===== config.mk =====
export PLATFORM = sky130hd
export DESIGN_NAME = pc_sequencer
export DESIGN_NICKNAME = d
export VERILOG_FILES = /design/src/rtl/pc_sequencer.sv
export SDC_FILE = /design/constraint.sdc
export NUM_CORES = 1
export LEC_CHECK = 0
export BUFFER_PORTS_ARGS = -buffer_cell sky130_fd_sc_hd__buf_2
export CAP_MARGIN = 20
export CORE_ASPECT_RATIO = 0.7
export CORE_MARGIN = 8
export CORE_UTILIZATION = 46
export DETAILED_ROUTE_END_ITERATION = 7
export GPL_TIMING_DRIVEN = 0
export PLACE_DENSITY_LB_ADDON = 0.12
export SETUP_SLACK_MARGIN = 0.02
export SLEW_MARGIN = 20
export SYNTH_ARGS = -nofsm -noshare
export SYNTH_HDL_FRONTEND = slang
export SYNTH_SLANG_ARGS = --single-unit

===== constraint.sdc =====
create_clock -name clk -period 2.3 [get_ports clk]
set_clock_uncertainty 0.15 [all_clocks]
set_input_delay 0.575 -clock clk [delete_from_list [all_inputs] [get_ports clk]]
set_output_delay 0.575 -clock clk [all_outputs]
set_load 0.02 [all_outputs]

===== src/rtl/pc_sequencer.sv =====
// PC register and instruction-fetch sequencer with a one-deep branch-target holder for the delay slot.
// Optional feature: define PC_ALIGN_CHECK_EN to add the sticky align_err output for misaligned targets.
module pc_sequencer #(
    parameter logic [31:0] RESET_VECTOR = 32'hBFC00000,
    parameter logic [31:0] HALT_ADDR    = 32'h00000000
) (
    input  logic        clk,
    input  logic        reset,
    input  logic [31:0] tgt_addr,
    input  logic        tgt_valid,
    input  logic        instr_done,
    input  logic        fetch_waitrequest,
`ifdef PC_ALIGN_CHECK_EN
    output logic        align_err,
`endif
    output logic        fetch_req,
    output logic [31:0] fetch_addr,
    output logic        instr_fetched,
    output logic [31:0] pc,
    output logic [31:0] pc_plus4,
    output logic        in_delay_slot,
    output logic        active
);

    localparam logic [1:0] S_IDLE  = 2'd0;
    localparam logic [1:0] S_FETCH = 2'd1;
    localparam logic [1:0] S_EXEC  = 2'd2;
    localparam logic [1:0] S_HALT  = 2'd3;

    logic [1:0]  state;
    logic [31:0] holder;
    logic        pending;
    logic        misaligned;
    logic        running;

    assign running       = (state == S_FETCH) || (state == S_EXEC);
    assign fetch_req     = (state == S_FETCH);
    assign fetch_addr    = pc;
    assign instr_fetched = fetch_req & ~fetch_waitrequest;
    assign pc_plus4      = pc + 32'd4;
    assign in_delay_slot = pending & running;
    assign active        = running;

`ifdef PC_ALIGN_CHECK_EN
    assign misaligned = (holder[1:0] != 2'b00);
`else
    assign misaligned = 1'b0;
`endif

    // A pending target always wins over a new tgt_valid in the delay slot; only a
    // holder-sourced load can halt, so falling through to HALT_ADDR keeps running.
    always_ff @(posedge clk) begin
        if (!reset) begin
            state   <= S_IDLE;
            pc      <= RESET_VECTOR;
            holder  <= '0;
            pending <= 1'b0;
        end else begin
            case (state)
                S_IDLE: state <= S_FETCH;
                S_FETCH: begin
                    if (!fetch_waitrequest) begin
                        state <= S_EXEC;
                    end
                end
                S_EXEC: begin
                    if (instr_done) begin
                        if (pending) begin
                            pending <= 1'b0;
                            if (misaligned) begin
                                state <= S_HALT;
                            end else begin
                                pc    <= holder;
                                state <= (holder == HALT_ADDR) ? S_HALT : S_FETCH;
                            end
                        end else begin
                            pc    <= pc_plus4;
                            state <= S_FETCH;
                            if (tgt_valid) begin
                                holder  <= tgt_addr;
                                pending <= 1'b1;
                            end
                        end
                    end
                end
                S_HALT:  state <= S_HALT;
                default: state <= S_IDLE;
            endcase
        end
    end

`ifdef PC_ALIGN_CHECK_EN
    // Sticky until reset so software can see why the core stopped.
    always_ff @(posedge clk) begin
        if (!reset) begin
            align_err <= 1'b0;
        end else if ((state == S_EXEC) && instr_done && pending && misaligned) begin
            align_err <= 1'b1;
        end
    end
`endif

endmodule


==> flow_summary.toml, run 1 <==
[final_layout]
nets = 775
stdcell_count = 843
nFillCells = 642
diodes = 0
syn_to_final_growth_pct = 60.08
layout-drive-gt1-share_pct = 49.19

[sta]
max_slew_margin_pct = 58.39
setup_slack_ps = -699.5
worst_pin_slew_ps = 624.2
period_minus_slack_ps = 2999
grt_setup_unrepaired = "yes"
drv_slew = 0
fin_crit_sh_pct = 130.4
finalHoldViolations = 0
hold_ws_ps = 324.1
fmax_mhz = 333.4
setup_viol = 28

[detailed_routing]
wire_per_inst_um = 19.77
wl_mm = 16.67
vias = 4877
route.detailed.drc = 0
firstDrtPassIters = 5
ant_nets = 0
vias_per_cell = 5.785
drtIter0Drc = 600

[logic_synthesis]
synth_area_leaders = "dfxtp_1 34%, nand2_1 9.3%, buf_4 6.4%"
ys_async_sr_fraction_pct = 0
syn_area_per_cell_um2 = 7.512
ys.flop_type = "dfxtp_1"
netlist.area_leader.share_pct = 33.88
yosys_register_bits = 67
syn_inst = 527
syn_nets = 569
netlist_area_um2 = 3959
yosys.cell_types.count = 52
ys_warn_count = 0
synth_edf_count = 0
yosysSeqAreaShare_pct = 33.88
synth_area_leader_cell = "dfxtp_1"

[pwr]
leakagePower_nw = 2.943
p_seq_share_pct = 35.7
power_density_nw_per_um2 = 582.8
ir_drop_v = 0.0004517
swShare_pct = 33.47
p_int_mw = 2.457
combPwrFrac_pct = 26.2
clock_power_share_pct = 38.1
switchingPower_mw = 1.236

[setup_path]
crit_family = "simple AND/OR/NAND/NOR gates"
worst-path-buf-inv = 2
crit_arrival_ps = 2270
crit_type = "reg -> out"
crit_path_start_kind = "register"
cp_max_fo = 4
cp_cell_sequence = "ha_4 > nand4_1 > or3_4 > buf_8 > nor4_4 > xor2_2 > buf_6"
crit_required_ps = 1570
cpPeakStageDelay_ps = 410
slowest_stage = "or3_4"
cp-end-kind = "primary output"

[clocking]
clk_pin_slew_ps = 60
clkLatencyLatePin_ps = 340
clock-sinks = 67
cts_max_level = 3
cts_hold_buffers = 0
cts_root_buf = "clkbuf_16"
clockBufferDepth = 2
cts_tree = "built"
cts_buffers = 9

[run_status]
outcome = "complete, but fails checks"
violations = "negative setup slack"

[floorplanning]
row_count = 28
die_h_um = 93.62
start_util_pct = 47.08
dieWidth_um = 126.9
die_area_um2 = 11880
io_pins = 137
core_area_um2 = 8408

[placement]
place_congestion = 0.9360
placedCellCount = 768
dpl.hpwl_mm = 11.00
io_buffer_count = 136

[global_routing]
antenna_found_initial = 0
grt_pass1_vias = 4727
grt_start_max_net_pins = 14
grt_usage_pct = 26.44
globalRouteOverflowTotal = 0
grt_pass1_wl_mm = 25.03

[hold_path]
hold_path.class = "reg -> reg"

[job]
maxCapViolCount = 0
## placed cells by master, fill, tap and decap left out, types with 6 or more instances in the layout
cell / count
clkbuf_1: 14
clkbuf_16: 9
mux2i_1: 8
a22oi_1: 11
buf_4: 96
a21oi_1: 50
dfxtp_2: 8
buf_2: 115
dfxtp_1: 41
nor4_1: 11
nand3_1: 14
nor2_1: 26
clkbuf_2: 9
inv_1: 15
nor4_4: 8
dfxtp_4: 18
nand2_1: 86
o21ai_0: 6
nor3_1: 7
xnor2_2: 11
nand4_1: 11
buf_6: 27
## metrics by stage
| stage | setup TNS, ps | utilization, % | worst slack, ps | total power [mW] | cell area, um^2 |
|---|---|---|---|---|---|
| 6_report | -10630 | 75.37 | -699.5 | 3.693 | 6337 |
| 5_1_grt | -11750 | 75.37 | -719.7 | 3.809 | 6337 |
| 4_1_cts | -8933 | 72.47 | -658.1 | 3.643 | 6093 |
| 3_5_place_dp | -12540 | 60.06 | -605.0 | 2.183 | 5050 |
| 3_3_place_gp | -12260 | 60.06 | -570.5 | 2.167 | 5050 |
| 2_1_floorplan | -1636 | - | -276.2 | 1.898 | 4238 |
## state kept, by name (all words and copies together), names as in the netlist
| name | cells |
|---|---|
| fetch_addr | 32 |
| holder | 32 |
| pending | 1 |
| state | 2 |
## power by group through the flow
stage / clock network [mW] / logic, mW / registers [mW]
final: 1.41 / 0.967 / 1.32
after global routing: 1.46 / 1.02 / 1.33
after CTS: 1.41 / 0.922 / 1.31
after detailed placement: 0 / 0.840 / 1.34
after global placement: 0 / 0.828 / 1.34
after floorplan: 0 / 0.533 / 1.36
## repair_timing
action / CTS / global route
setup endpoints to repair: 72 / 77
pin swaps: 35 / 26
setup buffers: 54 / 15
endpoints found under the hold margin: 0 / 0
resized for setup: 114 / 46
## cell usage after synthesis (3+ instances only)
library cell,count
xor2_1,9
nand4_1,11
or3_1,3
nand2b_1,3
a211oi_1,5
nand3b_1,5
a22oi_1,11
a221oi_1,5
o221ai_1,3
nor4_1,18
buf_4,34
o21ai_0,9
xnor2_1,15
o22ai_1,4
dfxtp_1,67
a21oi_1,50
nor3_1,11
buf_1,6
o21a_1,5
mux2i_1,8
nand3_1,17
a31oi_1,3
nor2_1,30
ha_1,5
and2_1,3
nand2_1,98
clkbuf_1,31
and3_1,3
nor2b_1,4
or4_1,5
inv_1,15
buf_2,3
## worst min-delay path: stages, from the launching register on
cell and delay (ps):
dfxtp_1 320, nand2_1 60, a21oi_1 50
## cells by family (layout without fill, tap and decap cells)
logic type,count (synthesis),in the layout,share of synthesized area (%)
xor gates and xnor gates,24,24,5.310
DFF,67,67,33.88
adders and majority gates,5,5,1.580
muxes,9,9,2.402
AOI/OAI and AO/OA,109,109,17.35
buffers and inverters,89,300,11.76
and+or+nand+nor,224,224,27.72
## metal layers
layer  global-route usage [%]  routed length (um)
met3                    8.864                2179
met4                    9.961                 422
met2                    41.09                7370
met5                        0                   0
met1                    33.46                6695
## worst paths after layout
path                      start              to  slack, ps  depth (start not counted)
setup / recovery  fetch_addr[2]    pc_plus4[22]       -700                          7
hold / removal       holder[14]      holder[14]        320                          2
setup reg to reg  fetch_addr[2]  fetch_addr[25]       -170                          7
hold reg to reg      holder[14]      holder[14]        320                          2
## area by class of cell
type	count	area [um^2]	share of cell area [%]
plain buffers	67	449.2	7.088
clock inverters	6	62.56	0.9872
well taps	105	131.4	2.073
inverters	15	56.30	0.8884
repair buffers	202	1331	21.01
multi-input cells	371	2659	41.95
flip-flops and latches	67	1419	22.39
clock buffers	10	229.0	3.613
No activity file was read; power rests on OpenSTA's default activity.
==> inputs of run 2 (changes only) <==
--- a/config.mk
+++ b/config.mk
@@ -13,7 +13,7 @@
 export DETAILED_ROUTE_END_ITERATION = 7
 export GPL_TIMING_DRIVEN = 0
 export PLACE_DENSITY_LB_ADDON = 0.12
-export SETUP_SLACK_MARGIN = 0.02
+export SETUP_SLACK_MARGIN = 0.1
 export SLEW_MARGIN = 20
 export SYNTH_ARGS = -nofsm -noshare
 export SYNTH_HDL_FRONTEND = slang
==> run 2 against run 1 <==
The run still ends with negative setup slack left. Sequential power is essentially flat. Register-to-register slack lost 80 ps. Count of clock-buffer cells in the layout shrank 1. Non-clock buffer count grew 5. Wire length grew 6.6%.
==> flow_summary.toml, run 2 (synthesis results as in run 1) <==
[run_status]
outcome = "complete, but fails checks"
violations = "negative setup slack"

[detailed_routing]
drtIter0Drc = 550
wire_per_inst_um = 20.95
firstDrtPassIters = 6
route.detailed.drc = 0
wl_mm = 17.77
ant_nets = 0
vias = 5080
vias_per_cell = 5.991

[setup_path]
crit_arrival_ps = 2380
crit_path_start_kind = "register"
r2r_start = "fetch_addr[7]"
cp_max_fo = 4
r2r_setup_slack_ps = -250
setup.worst_path.start = "fetch_addr[4]"
cp-end-kind = "primary output"
crit_type = "reg -> out"
crit_required_ps = 1570

[global_routing]
grt_start_max_net_pins = 14
grt_pass1_vias = 4678
globalRouteOverflowTotal = 0
grt_pass1_wl_mm = 24.74
antenna_found_initial = 0
grt_usage_pct = 26.00

[clocking]
clk_pin_slew_ps = 70
cts_root_buf = "clkbuf_16"
cts_tree = "built"
clkLatencyLatePin_ps = 340
clock-sinks = 67
clockBufferDepth = 2
cts_hold_buffers = 0
cts_max_level = 3
cts_buffers = 9

[job]
maxCapViolCount = 0

[placement]
io_buffer_count = 136
place_ws_ps = -527.6
place_congestion = 0.9088
dpl_cell_area_um2 = 5065
placedCellCount = 768
dpl.hpwl_mm = 11.06

[final_layout]
final_common_cell = "buf_2"
syn_to_final_growth_pct = 63.12
nets = 780
nFillCells = 575
layout-drive-gt1-share_pct = 50.07
fin_util_pct = 76.80
most-common-layout-cells = "113 x buf_2, 100 x buf_4, 85 x nand2_1"
stdcell_count = 848
diodes = 0
stdcell_area_um2 = 6457

[floorplanning]
dieWidth_um = 126.9
die_area_um2 = 11880
die_h_um = 93.62
start_util_pct = 47.08
core_area_um2 = 8408
row_count = 28
io_pins = 137

[sta]
hold_ws_ps = 322.7
setup_slack_ps = -804.5
finalHoldViolations = 0
fmax_mhz = 322.1
period_minus_slack_ps = 3105
worst_pin_slew_ps = 661.7
max_slew_margin_pct = 55.89
drv_slew = 0
grt_setup_unrepaired = "yes"
fin_crit_sh_pct = 135.0
fin_tns_setup_ps = -13330
setup_viol = 33

[pwr]
switchingPower_mw = 1.295
p_total_mw = 3.656
ir_drop_v = 0.0003768
clock_power_share_pct = 36.4
power_density_nw_per_um2 = 566.2
leakagePower_nw = 2.969
combPwrFrac_pct = 27.2
swShare_pct = 35.42
p_int_mw = 2.361
p_seq_share_pct = 36.4

[hold_path]
worstHoldStart = "tgt_addr[12]"
hold_path.class = "in -> reg"
==> run 2: changes by cell type in the layout (fill, tap and decap cells not counted), moves of 3 or more <==
cell,previous run,this run
buf_4,96,100
dfxtp_4,18,14
buf_6,27,30
buf_8,1,4
clkbuf_4,4,1
dfxtp_2,8,11
inv_4,3,0
nand2_2,5,8
==> run 2: metal layers <==
metal	share of wire (%)	vias to the layer above	GRT usage, %
met5	0	-	0
met4	3.5	0	9.467
met3	12	73	7.045
met2	46	397	40.78
met1	39	2362	33.70
li1	-	2248	-
==> run 2: final timing paths <==
path | end | depth (start not counted)
hold reg to reg | fetch_addr[0] | 2
hold / removal | holder[12] | 3
setup reg to reg | fetch_addr[15] | 11
setup / recovery | pc_plus4[17] | 8
==> run 2: repair_timing <==
action | in CTS | in global routing
setup buffers | 44 | 26
endpoints found under the setup margin | 86 | 76
resized for setup | 108 | 69
pin swaps | 31 | 35
hold endpoints to repair | 0 | 0
==> run 2: layout make-up <==
| type | instances | area [um^2] | area share (%) |
|---|---|---|---|
| multi-input combinational | 371 | 2704 | 41.87 |
| buffer | 74 | 531.8 | 8.235 |
| sequential | 67 | 1408 | 21.80 |
| tap | 105 | 131.4 | 2.034 |
| inverter | 15 | 56.30 | 0.8719 |
| clock inverter | 7 | 52.55 | 0.8138 |
| timing repair buffer | 200 | 1349 | 20.89 |
| clock buffer | 9 | 225.2 | 3.488 |
==> run 2: power groups by stage <==
stage               sequential (mW)  clock (mW)  combinational (mW)
floorplan                      1.36           0               0.535
finish                         1.33        1.33               0.994
detailed placement             1.34           0               0.842
global placement               1.34           0               0.828
CTS                            1.32        1.31               0.911
global route                   1.34        1.38                1.05
==> run 2: worst max-delay path, stage by stage, from the launching register on <==
cell and delay, ps:
dfxtp_4 350, buf_6 100, nand3_4 60, or4_4 560, buf_4 160, buf_6 120, o21ai_0 390, nand2_2 120
buf_6 160
